### config.mk
export PLATFORM = sky130hd
export DESIGN_NAME = pc_fetch_sequencer
export DESIGN_NICKNAME = d
export VERILOG_FILES = /design/src/rtl/riscv_pkg.sv /design/src/rtl/fetch_timeout_ctr.sv /design/src/rtl/pc_fetch_sequencer.sv
export SDC_FILE = /design/constraint.sdc
export NUM_CORES = 1
export LEC_CHECK = 0
export ABC_CLOCK_PERIOD_IN_PS = 2100
export CORE_ASPECT_RATIO = 1.1
export CORE_MARGIN = 2
export CORE_UTILIZATION = 41
export DETAILED_ROUTE_END_ITERATION = 7
export GPL_TIMING_DRIVEN = 0
export MAX_ROUTING_LAYER = met4
export PLACE_DENSITY_LB_ADDON = 0.12
export SLEW_MARGIN = 25
export SYNTH_ARGS = -nofsm -noshare
export SYNTH_HDL_FRONTEND = slang
export SYNTH_SLANG_ARGS = --single-unit
### constraint.sdc
create_clock -name clk -period 2.1 [get_ports clk]
set_clock_uncertainty 0.1 [all_clocks]
set_input_delay 0.315 -clock clk [delete_from_list [all_inputs] [get_ports clk]]
set_output_delay 0.315 -clock clk [all_outputs]
set_load 0.005 [all_outputs]
### src/rtl/riscv_pkg.sv
// Shared RV32I core types: fetch-sequencer states, trap codes and the opcodes
// the sequencer decodes to choose its next PC.
package riscv_pkg;

  typedef enum logic [2:0] {
    SEQ_IDLE  = 3'd0,
    SEQ_FETCH = 3'd1,
    SEQ_EXEC  = 3'd2,
    SEQ_HALT  = 3'd3,
    SEQ_ERROR = 3'd4
  } seq_state_e;

  typedef enum logic [1:0] {
    ERR_NONE     = 2'd0,
    ERR_MISALIGN = 2'd1,
    ERR_TIMEOUT  = 2'd2
  } seq_err_e;

  localparam logic [6:0] OP_BRANCH = 7'b1100011;
  localparam logic [6:0] OP_JAL    = 7'b1101111;
  localparam logic [6:0] OP_JALR   = 7'b1100111;

  function automatic logic pc_misaligned(input logic [31:0] pc);
    return pc[1:0] != 2'b00;
  endfunction

endpackage

### src/rtl/fetch_timeout_ctr.sv
// Counts consecutive un-acknowledged fetch cycles; expired_o flags the last
// cycle the sequencer may wait before trapping.
module fetch_timeout_ctr #(
  parameter int TIMEOUT = 16,
  localparam int W = $clog2(TIMEOUT)
) (
  input  logic clk,
  input  logic rst_n,
  input  logic clear_i,
  input  logic enable_i,
  output logic expired_o
);

  logic [W-1:0] cnt_q;

  // NOTE: sequential state is written with non-blocking assignments only, so
  // every flop samples the pre-edge value of every other flop.
  always_ff @(posedge clk or negedge rst_n) begin
    if (!rst_n) begin
      cnt_q <= '0;
    end else if (clear_i) begin
      cnt_q <= '0;
    end else if (enable_i) begin
      cnt_q <= cnt_q + W'(1);
    end
  end

  assign expired_o = (cnt_q == W'(TIMEOUT - 1));

endmodule

### src/rtl/pc_fetch_sequencer.sv
// Multicycle PC/fetch controller: owns the PC, fetches over req/ack, holds the
// instruction while it executes and picks the next PC on retire.
module pc_fetch_sequencer
  import riscv_pkg::*;
#(
  parameter logic [31:0] RESET_PC = 32'h0000_0000,
  parameter int          TIMEOUT  = 16,
  parameter int          CNT_W    = 32
) (
  input  logic             clk,
  input  logic             reset,
  output logic [31:0]      iaddr,
  output logic             imem_req,
  input  logic             imem_ack,
  input  logic [31:0]      idata,
  output logic [31:0]      instr,
  output logic             instr_valid,
  input  logic             exec_done,
  input  logic [31:0]      br_next,
  input  logic [31:0]      jmp_target,
  input  logic             halt_req,
  output logic             halted,
  output logic             err,
  output logic [1:0]       err_code,
  output logic [CNT_W-1:0] instret
);

  seq_state_e       state_q;
  seq_err_e         err_code_q;
  logic [31:0]      iaddr_q;
  logic [31:0]      instr_q;
  logic             req_q;
  logic             valid_q;
  logic             halted_q;
  logic             err_q;
  logic [CNT_W-1:0] instret_q;
  logic [31:0]      next_pc_d;
  logic             to_expired;

  fetch_timeout_ctr #(.TIMEOUT(TIMEOUT)) u_timeout (
    .clk       (clk),
    .rst_n     (reset),
    .clear_i   ((state_q != SEQ_FETCH) || imem_ack),
    .enable_i  (state_q == SEQ_FETCH),
    .expired_o (to_expired)
  );

  // NOTE: next_pc_d is assigned on every path, so no latch is inferred.
  always_comb begin
    next_pc_d = iaddr_q + 32'd4;
    case (instr_q[6:0])
      OP_BRANCH:       next_pc_d = br_next;
      OP_JAL, OP_JALR: next_pc_d = jmp_target;
      default:         next_pc_d = iaddr_q + 32'd4;
    endcase
  end

  always_ff @(posedge clk or negedge reset) begin
    if (!reset) begin
      state_q    <= SEQ_IDLE;
      iaddr_q    <= RESET_PC;
      instr_q    <= '0;
      req_q      <= 1'b0;
      valid_q    <= 1'b0;
      halted_q   <= 1'b0;
      err_q      <= 1'b0;
      err_code_q <= ERR_NONE;
      instret_q  <= '0;
    end else begin
      case (state_q)
        SEQ_IDLE: begin
          state_q <= SEQ_FETCH;
          req_q   <= 1'b1;
        end
        SEQ_FETCH: begin
          // An ack on the limit cycle still completes the fetch.
          if (imem_ack) begin
            instr_q <= idata;
            state_q <= SEQ_EXEC;
            req_q   <= 1'b0;
            valid_q <= 1'b1;
          end else if (to_expired) begin
            state_q    <= SEQ_ERROR;
            req_q      <= 1'b0;
            err_q      <= 1'b1;
            err_code_q <= ERR_TIMEOUT;
          end
        end
        SEQ_EXEC: begin
          if (exec_done) begin
            valid_q <= 1'b0;
            if (pc_misaligned(next_pc_d)) begin
              state_q    <= SEQ_ERROR;
              err_q      <= 1'b1;
              err_code_q <= ERR_MISALIGN;
            end else begin
              iaddr_q   <= next_pc_d;
              instret_q <= instret_q + CNT_W'(1);
              if (halt_req) begin
                state_q  <= SEQ_HALT;
                halted_q <= 1'b1;
              end else begin
                state_q <= SEQ_FETCH;
                req_q   <= 1'b1;
              end
            end
          end
        end
        SEQ_HALT: begin
          if (!halt_req) begin
            state_q  <= SEQ_FETCH;
            halted_q <= 1'b0;
            req_q    <= 1'b1;
          end
        end
        SEQ_ERROR: begin
          state_q <= SEQ_ERROR;
        end
        default: begin
          state_q <= SEQ_ERROR;
          req_q   <= 1'b0;
          valid_q <= 1'b0;
          err_q   <= 1'b1;
        end
      endcase
    end
  end

  assign iaddr       = iaddr_q;
  assign imem_req    = req_q;
  assign instr       = instr_q;
  assign instr_valid = valid_q;
  assign halted      = halted_q;
  assign err         = err_q;
  assign err_code    = err_code_q;
  assign instret     = instret_q;

endmodule

==> qor.json <==
{
  "fill_cells": 1158,
  "antenna-diode-count": 0,
  "final.min_clock_period_ps": 2090,
  "power.density_cell_area_mw_per_mm2": 748,
  "rows": 45,
  "synth_cell_type_count": 55,
  "layout-area-overhead-vs-synth_pct": 52.8,
  "drcViolationCount": 0,
  "synth_edf_count": 0,
  "grt_start_max_net_pins": 59,
  "rsz_0062_raised_after_global_routing": "yes",
  "power.ir.vdd_worst_uv": 525,
  "crit_start_category": "register",
  "postRouteAntennaNets": 0,
  "layout_cell_share_with_drive_strength_beyond_1_pct": 17.4,
  "synth_nets": 668,
  "global_route.usage.total_pct": 24.7,
  "routed_wirelength_mm": 17.8,
  "chipWidth_um": 116,
  "synth.area.top_cells": "dfrtp_1, mux2_2, xnor2_1, o21ai_0, nand4_1",
  "ctsHtreeMaxLevel": 3,
  "synthesis.instances": 564,
  "maxSlewHeadroom_pct": 53.8,
  "synth-seq-area-share_pct": 48.2,
  "clkTransAtPathRegs_ps": 80,
  "worst_ep_arrival_time_ps": 2230,
  "dp.final_hpwl_mm": 12.9,
  "cts_made_buffers": 9,
  "clock_sinks": 109,
  "run_status": "completed",
  "vias": 5522,
  "fin_crit_sh_pct": 99.3,
  "worst_pin_slew_ps": 686,
  "placed_area_mm2": 0.00794,
  "synth-warning-count": 0,
  "synth-seq-cells": 109,
  "worstPathRequired_ps": 2250,
  "grt_remaining_overflow": 0,
  "first_pass_grt_wire_length_mm": 27.7,
  "finalSetupViolCount": 0,
  "crit_fanout": 5,
  "drt_first_iter_violations": 463,
  "grt_pass1_vias": 5363,
  "clk-insertion-delay-late_ps": 360,
  "crit_path_end_kind": "register",
  "place.gp.congestion": 0.909,
  "slew_violations": 0,
  "critical_path_class": "register to register",
  "clock-root-buffer": "clkbuf_16",
  "die_h_um": 127,
  "wl_per_cell_um": 18.0,
  "vias_per_cell": 5.58,
  "static-leakage-power_nw": 3.46,
  "design.final.nets": 900,
  "synth_top_cells_by_count": "dfrtp_1, o21ai_0, nor2_1, mux2_2",
  "syn_area_per_cell_um2": 10.0,
  "die-area_mm2": 0.0147,
  "clock_tree_from_tritoncts": "yes",
  "floorplan.core_area_mm2": 0.0136,
  "postSynth.asyncResetShare_pct": 100,
  "ys.flop_type": "dfrtp_1",
  "initial_core_util_pct": 41.5,
  "final.setup.tns_ps": 0,
  "max_clock_freq_ghz": 0.479,
  "ctsLongestPathBuffers": 2,
  "holdCritPathClass": "register to register",
  "synth_top_cell_area_share_pct": 48.2,
  "most_common_cell_in_the_synthesized_netlist": "dfrtp_1",
  "drtPass1Iterations": 5,
  "final_std_cell_area_no_fill_mm2": 0.00864,
  "boundaryPins": 203,
  "initial_antenna_violation_count": 0,
  "timing.final.hold_violations": 0,
  "timing.max_cap.violations": 0,
  "synth_top_area_cell": "dfrtp_1",
  "io_buffers": 202,
  "post_synth_instance_area_mm2": 0.00565
}
[worst max-delay path, stage by stage, from the launching register on]
cell,delay [ps]
dfrtp_1,410
nand4b_4,250
o31a_1,400
a2111oi_4,460
nand4_1,190
xnor2_1,160
[worst paths after layout]
kind	startpoint	endpoint	slack [ps]	cells after the start
min in group asynchronous	reset	iaddr[29]$_DFFE_PN0P_	370	2
max in group asynchronous	reset	instret[4]$_DFFE_PN0P_	860	3
worst max-delay path	instr[4]$_DFFE_PN0P_	instret[29]$_DFFE_PN0P_	10	5
worst min-delay path	u_timeout.cnt_q[0]$_DFFE_PN0P_	u_timeout.cnt_q[0]$_DFFE_PN0P_	360	1
worst max register to register	instr[4]$_DFFE_PN0P_	instret[29]$_DFFE_PN0P_	10	5
worst min register to register	u_timeout.cnt_q[0]$_DFFE_PN0P_	u_timeout.cnt_q[0]$_DFFE_PN0P_	360	1
[repair_timing]
item	in CTS	in global routing
setup endpoints to repair	91	85
buffers inserted	18	5
gates cloned	0	1
hold buffers	1	0
resized for setup	38	44
pin swaps	9	9
hold endpoints to repair	51	0
[metal layers]
layer | vias up | track usage (%) | share of wire (%)
li1 | 2574 | - | -
met1 | 2667 | 30.9 | 41
met2 | 237 | 39.3 | 48
met3 | 44 | 4.79 | 7.4
met4 | 0 | 10.8 | 3.0
met5 | - | - | 0
[per-stage QoR]
stage / setup WS (ps) / power, W / utilization, % / cells / hold WS, ps
after floorplan: 9.45 / 0.00353 / - / 564 / -80.6
after global placement: -3670 / 0.00464 / 58.1 / 954 / 345
after detailed placement: -650 / 0.00470 / 58.3 / 955 / 205
after CTS: 8.29 / 0.00648 / 62.1 / 985 / 363
after global routing: -87.3 / 0.00683 / 63.4 / 989 / 388
final: 13.7 / 0.00646 / 63.4 / 989 / 359
[sequential cells by signal, indices dropped and copies added (netlist names)]
signal,count
iaddr,32
instret,32
u_timeout.cnt_q,4
imem_req,1
state_q,3
err,1
instr_valid,1
instr,32
halted,1
err_code,2
[area by class of cell]
cell class | instances | area, um2 | share of cell area (%)
sequential | 109 | 2740 | 31.7
multi-input combinational | 405 | 2890 | 33.4
clock buffer | 9 | 225 | 2.61
tap | 188 | 235 | 2.72
clock inverter | 7 | 57.6 | 0.666
buffer | 27 | 159 | 1.84
timing repair buffer | 228 | 2270 | 26.3
inverter | 16 | 60.1 | 0.695
[placed cells by master (no fill, tap or decap), types with 14 or more instances in the layout]
master	synthesis	routed
a21oi_1	24	24
a22oi_1	14	14
and3_1	16	14
buf_4	0	22
clkbuf_2	0	14
clkdlybuf4s50_1	0	201
dfrtp_1	109	101
inv_1	16	16
mux2_2	31	31
nand2_1	27	26
nand3_1	23	17
nand4_1	27	27
nor2_1	37	35
nor3_1	17	15
o21ai_0	44	37
xnor2_1	27	26
[cell families after synthesis]
| group | synth area share, % |
|---|---|
| AND/OR/NAND/NOR | 18.2 |
| flip-flops | 48.2 |
| adder cells (fa/ha/maj) | 0.664 |
| multiplexers | 6.17 |
| AO/OA/AOI/OAI | 18.0 |
| XOR/XNOR | 5.11 |
| buffers and inverters | 3.58 |
[where the power goes]
group          internal, W  total [W]  switching, W
clock network     0.000823    0.00166      0.000837
registers          0.00246    0.00272      0.000261
logic              0.00126    0.00208      0.000821
No activity file was read; power rests on OpenSTA's default activity.
==> RTL change 1 (same flow settings) <==
`TIMEOUT` is set to 16 in 2 places; all go to 32.
--- a/src/rtl/fetch_timeout_ctr.sv
+++ b/src/rtl/fetch_timeout_ctr.sv
@@ -1,7 +1,7 @@
 // Counts consecutive un-acknowledged fetch cycles; expired_o flags the last
 // cycle the sequencer may wait before trapping.
 module fetch_timeout_ctr #(
-  parameter int TIMEOUT = 16,
+  parameter int TIMEOUT = 32,
   localparam int W = $clog2(TIMEOUT)
 ) (
   input  logic clk,
--- a/src/rtl/pc_fetch_sequencer.sv
+++ b/src/rtl/pc_fetch_sequencer.sv
@@ -4,7 +4,7 @@
   import riscv_pkg::*;
 #(
   parameter logic [31:0] RESET_PC = 32'h0000_0000,
-  parameter int          TIMEOUT  = 16,
+  parameter int          TIMEOUT  = 32,
   parameter int          CNT_W    = 32
 ) (
   input  logic             clk,
Behaviour: same outputs for any inputs over 4 cycles, from zero or initial values and one cycle with reset low; that may be too few to reach the edited logic, so the function may still have changed.
==> RTL change 1 against the unedited design <==
  * The flow now finishes with violations (setup timing)
  * Sequential cell count grew 1
  * Total power up 12%
  * Design area up 4.2%
  * Synthesized cell count is 3.2% higher
  * Combinational power up 35%
  * Setup slack worse by 42 ps
  * Worst hold slack got worse by 39 ps
  * Sequential share of layout area fell by 1.0 points
  * Synthesized area rose by 3.3%
  * Wire length up 10%
  * Largest power group is now combinational logic
==> RTL change 1: results (changes against the unedited design) <==
Status - complete, but fails checks
Violated checks - setup timing
Syn_nets - 687 (+2.8%)
Most common library cells after synthesis - dfrtp_1 (110), nor2_1 (44), nand2_1 (39)
Seq/Total Area, Yosys - 47.14% (-1.1 points)
Hold crit path type - in -> async
Drt wl/cell - 19.06 µm (+6.0%)
Peak VDD IR - 0.0006703 V (+28%)
Htree depth - 3 (unchanged)
Via Count - 5,762 (+4.3%)
Final cell count without fillers - 1,027 (+3.8%)
Synth area leaders - dfrtp_1 (47%), mux2_2 (6.4%), xnor2_1 (4.2%), a22oi_1 (3.3%), nor2_1 (2.8%)
Leakage - 3.597 nW (+3.8%)
Syn avg cell area - 10.03 µm² (about the same)
Post-synth cell types - 57 (+3.6%)
DRT iter0 DRCs - 366 (-21%)
Final Hold Fails - 0 (unchanged)
Main flop type after synthesis - dfrtp_1
Post-DP HPWL - 14.08 mm (+9.0%)
DP Worst Slack - -887.2 ps (-237.6 ps)
Reg clk slew, reported paths - 80 ps (about the same)
Initial antenna violation count - 0 (unchanged)
Gpl congestion - 0.9250 (+1.8%)
TritonRoute pass-1 iters - 4 (-1)
Root buf cell - clkbuf_16
Largest net degree at the start of global routing - 72 (+22%)
Dpl cells - 973 (+1.9%)
Crit path DAT - 2270 ps (+40 ps)
Layout Nets - 939 (+4.3%)
Layout cells sized above 1 - 18.95% (+1.6 points)
YS warnings - 0 (unchanged)
Worst slew pin tran - 579.6 ps (-106.8 ps)
Total CTS buffers - 9 (unchanged)
# diodes - 0 (unchanged)
Worst Slack Setup Final - -28.47 ps (-42.17 ps)
Clk_lat worst skew - 360 ps (about the same)
Total Routing Usage GR - 26.31% (+1.6 points)
First-pass GRT wire length - 30.64 mm (+11%)
Max Fanout on Critical Path - 10 (+5)
# port buffers - 202 (unchanged)
Final-report setup violation count - 8 (+8)
## RTL change 1: cell types whose count changed in the layout (fill, tap and decap cells not counted), sizes merged, moves of 7 or more
cell | unedited run | this run
buf | 30 | 56
nand2 | 27 | 39
a221oi | 10 | 2
nand2b | 0 | 7
nor2 | 37 | 44
nor3 | 18 | 9
a22oi | 14 | 26
o21ai | 45 | 35
## RTL change 1: power breakdown
group | total [mW] | leakage [nW] | switching, mW | internal, mW
Clock | 1.70 | 0.141 | 0.812 | 0.884
Sequential | 2.77 | 1.39 | 0.269 | 2.50
Combinational | 2.80 | 2.07 | 1.25 | 1.55
## RTL change 1: area by class of cell
cell class / count / area [µm²]
clock buffer: 13 / 260.3
inverter: 14 / 52.55
buffer: 33 / 217.7
timing repair buffer: 241 / 2346
multi-input combinational: 425 / 3102
fill: 1162 / 4852
sequential: 110 / 2759
tap: 188 / 235.2
clock inverter: 3 / 26.28
## RTL change 1: path summary, 6_finish.rpt
path | slack, ps | cells past startpoint | end | start
worst max-delay path | -30 | 8 | instret[16] | instr[3]
worst min-delay path | 320 | 2 | iaddr[27] | reset
worst max register to register | -30 | 8 | instret[16] | instr[3]
worst min register to register | 380 | 1 | u_timeout.cnt_q[0] | u_timeout.cnt_q[0]
max in group asynchronous | 860 | 3 | state_q[1] | reset
min in group clk | 380 | 1 | u_timeout.cnt_q[0] | u_timeout.cnt_q[0]
## RTL change 1: routing by layer
metal | GRT usage [%] | wire length [µm] | part of all wire (%)
met5 | - | 0 | 0
met1 | 31.92 | 8381 | 43
met4 | 9.639 | 457 | 2.3
met2 | 43.50 | 9575 | 49
met3 | 5.766 | 1161 | 5.9
## RTL change 1: logic make-up (layout without fill, tap and decap cells)
family	Yosys count	in the layout	share of synthesized area, %
buffers and inverters	47	304	3.514
AND/OR/NAND/NOR	197	197	17.81
XOR/XNOR	33	33	4.950
adder cells (fa/ha/maj)	4	4	0.8571
flip-flops	110	110	47.14
multiplexers	33	33	6.364
AO/OA/AOI/OAI	158	158	19.37
## RTL change 1: per-stage QoR
step / TNS [ps] / cell area (µm²) / power (mW)
2_1_floorplan: 0 / 5839 / 3.950
3_3_place_gp: -448900 / 8097 / 5.319
3_5_place_dp: -44090 / 8125 / 5.368
4_1_cts: -90.28 / 8682 / 7.177
5_1_grt: -1839 / 8999 / 7.660
6_report: -126.6 / 8999 / 7.267
## RTL change 1: critical path: stages, from the launching register on
cell      delay, ps
dfrtp_1         390
buf_6           150
and2b_2         230
o31a_4          370
buf_4           150
a211oi_4        190
buf_6           180
nand3_1         100
xnor2_1         150
## RTL change 1: repair_timing
action | in CTS | in global routing
setup endpoints to repair | 99 | 75
gates resized for setup | 39 | 71
hold buffers | 1 | 0
buffers inserted | 18 | 19
pin swaps | 5 | 12
hold endpoints to repair | 39 | 0
==> RTL change 2 (same flow settings) <==
Made on the original files. Encoding of `seq_state_e`: now one-hot (5 bits for 5 states).
--- a/src/rtl/riscv_pkg.sv
+++ b/src/rtl/riscv_pkg.sv
@@ -2,12 +2,12 @@
 // the sequencer decodes to choose its next PC.
 package riscv_pkg;
 
-  typedef enum logic [2:0] {
-    SEQ_IDLE  = 3'd0,
-    SEQ_FETCH = 3'd1,
-    SEQ_EXEC  = 3'd2,
-    SEQ_HALT  = 3'd3,
-    SEQ_ERROR = 3'd4
+  typedef enum logic [4:0] {
+    SEQ_IDLE  = 5'b00001,
+    SEQ_FETCH = 5'b00010,
+    SEQ_EXEC  = 5'b00100,
+    SEQ_HALT  = 5'b01000,
+    SEQ_ERROR = 5'b10000
   } seq_state_e;
 
   typedef enum logic [1:0] {
Formal check against the unedited RTL: no difference found for any inputs over 4 cycles, from zero or initial values and one cycle with reset low; so few cycles prove little.
==> RTL change 2 against the unedited design <==
  * Die area grew 3.7%
  * Wire length grew 5.4%
  * Setup slack gained 16 ps
  * Design area grew 1.7%
  * Highest routed layer unchanged
  * Critical endpoint is now iaddr[7]
  * Core utilization shrank 0.20 points
  * Sequential cell count grew 2
  * Synthesized area grew 3.8%
Power is not compared: it rests on default switching activity, and its combinational part moved more than twofold at a synthesized area within 25%.
==> RTL change 2: results (changes against the unedited design) <==
Status - finished clean
Syn_nets - 664 (-0.60%)
Reg2Reg Setup Slack - 30 ps (+20 ps)
Synth area leaders - dfrtp_1 (47%), mux2_2 (6.1%), xnor2_1 (4.3%), nand3_1 (2.6%), a22oi_1 (2.3%)
Post-Synth XOR/XNOR Area - 5.203% (+0.091 points)
Synth Area in Adders - 0.6397% (-0.024 points)
Most common library cells after synthesis - dfrtp_1 (110), mux2_2 (32), nand2_1 (32)
Metal2 WL - 9.225 mm (+7.0%)
Multiplexer area fraction after synthesis - 6.141% (-0.033 points)
Post-Synthesis Cells - 560 (-0.71%)
Seq/Total Area, Yosys - 47.36% (-0.88 points)
Final cell count without fillers - 978 (-1.1%)
Worst hold margin - 329.6 ps (-29.52 ps)
Worst reg2reg path depth - 7 (+2)
Crit path DAT - 2210 ps (-20 ps)
DP Worst Slack - -512.2 ps (+137.4 ps)
GRT met2 Usage - 41.58% (+2.3 points)
Layout cells sized above 1 - 17.22% (-0.14 points)
Vias in the first global route - 5,692 (+6.1%)
DRT iter0 DRCs - 391 (-16%)
Post-synth cell types - 68 (+24%)
Dpl cells - 951 (-0.42%)
Gpl congestion - 0.9071 (-0.20%)
Slowest stage delay, CP - 400 ps (-60 ps)
First-pass GRT wire length - 29.67 mm (+7.3%)
Post-cts sizing count - 22 (-42%)
Vias per cell - 5.762 (+3.2%)
Routed length on met1 - 7.957 mm (+8.9%)
Drt wl/cell - 19.16 µm (+6.6%)
Compound-Gate Fraction of Synth Area - 19.38% (+1.4 points)
Met1 Track Usage GR - 31.77% (+0.89 points)
Post-DP HPWL - 13.72 mm (+6.3%)
## RTL change 2: cell type report
| cell class | count | area, µm² |
|---|---|---|
| fill | 1166 | 5119 |
| multi-input combinational | 407 | 3024 |
| sequential | 111 | 2791 |
| timing repair buffer | 215 | 2143 |
| tap | 188 | 235.2 |
| clock buffer | 10 | 229.0 |
| buffer | 30 | 220.2 |
| clock inverter | 6 | 103.9 |
| inverter | 11 | 41.29 |
## RTL change 2: worst max path at each step
| stage | startpoint | to | slack, ps | cells past startpoint |
|---|---|---|---|---|
| 2_1_floorplan | instr[4] | instret[18] | 160 | 6 |
| 3_3_place_gp | reset | instr[16] | -3780 | 1 |
| 3_5_place_dp | exec_done | iaddr[2] | -510 | 6 |
| 4_1_cts | iaddr[6] | iaddr[30] | -3 | 6 |
| 5_1_grt | instr[4] | iaddr[22] | -70 | 6 |
| 6_report | instr[4] | iaddr[7] | 30 | 7 |
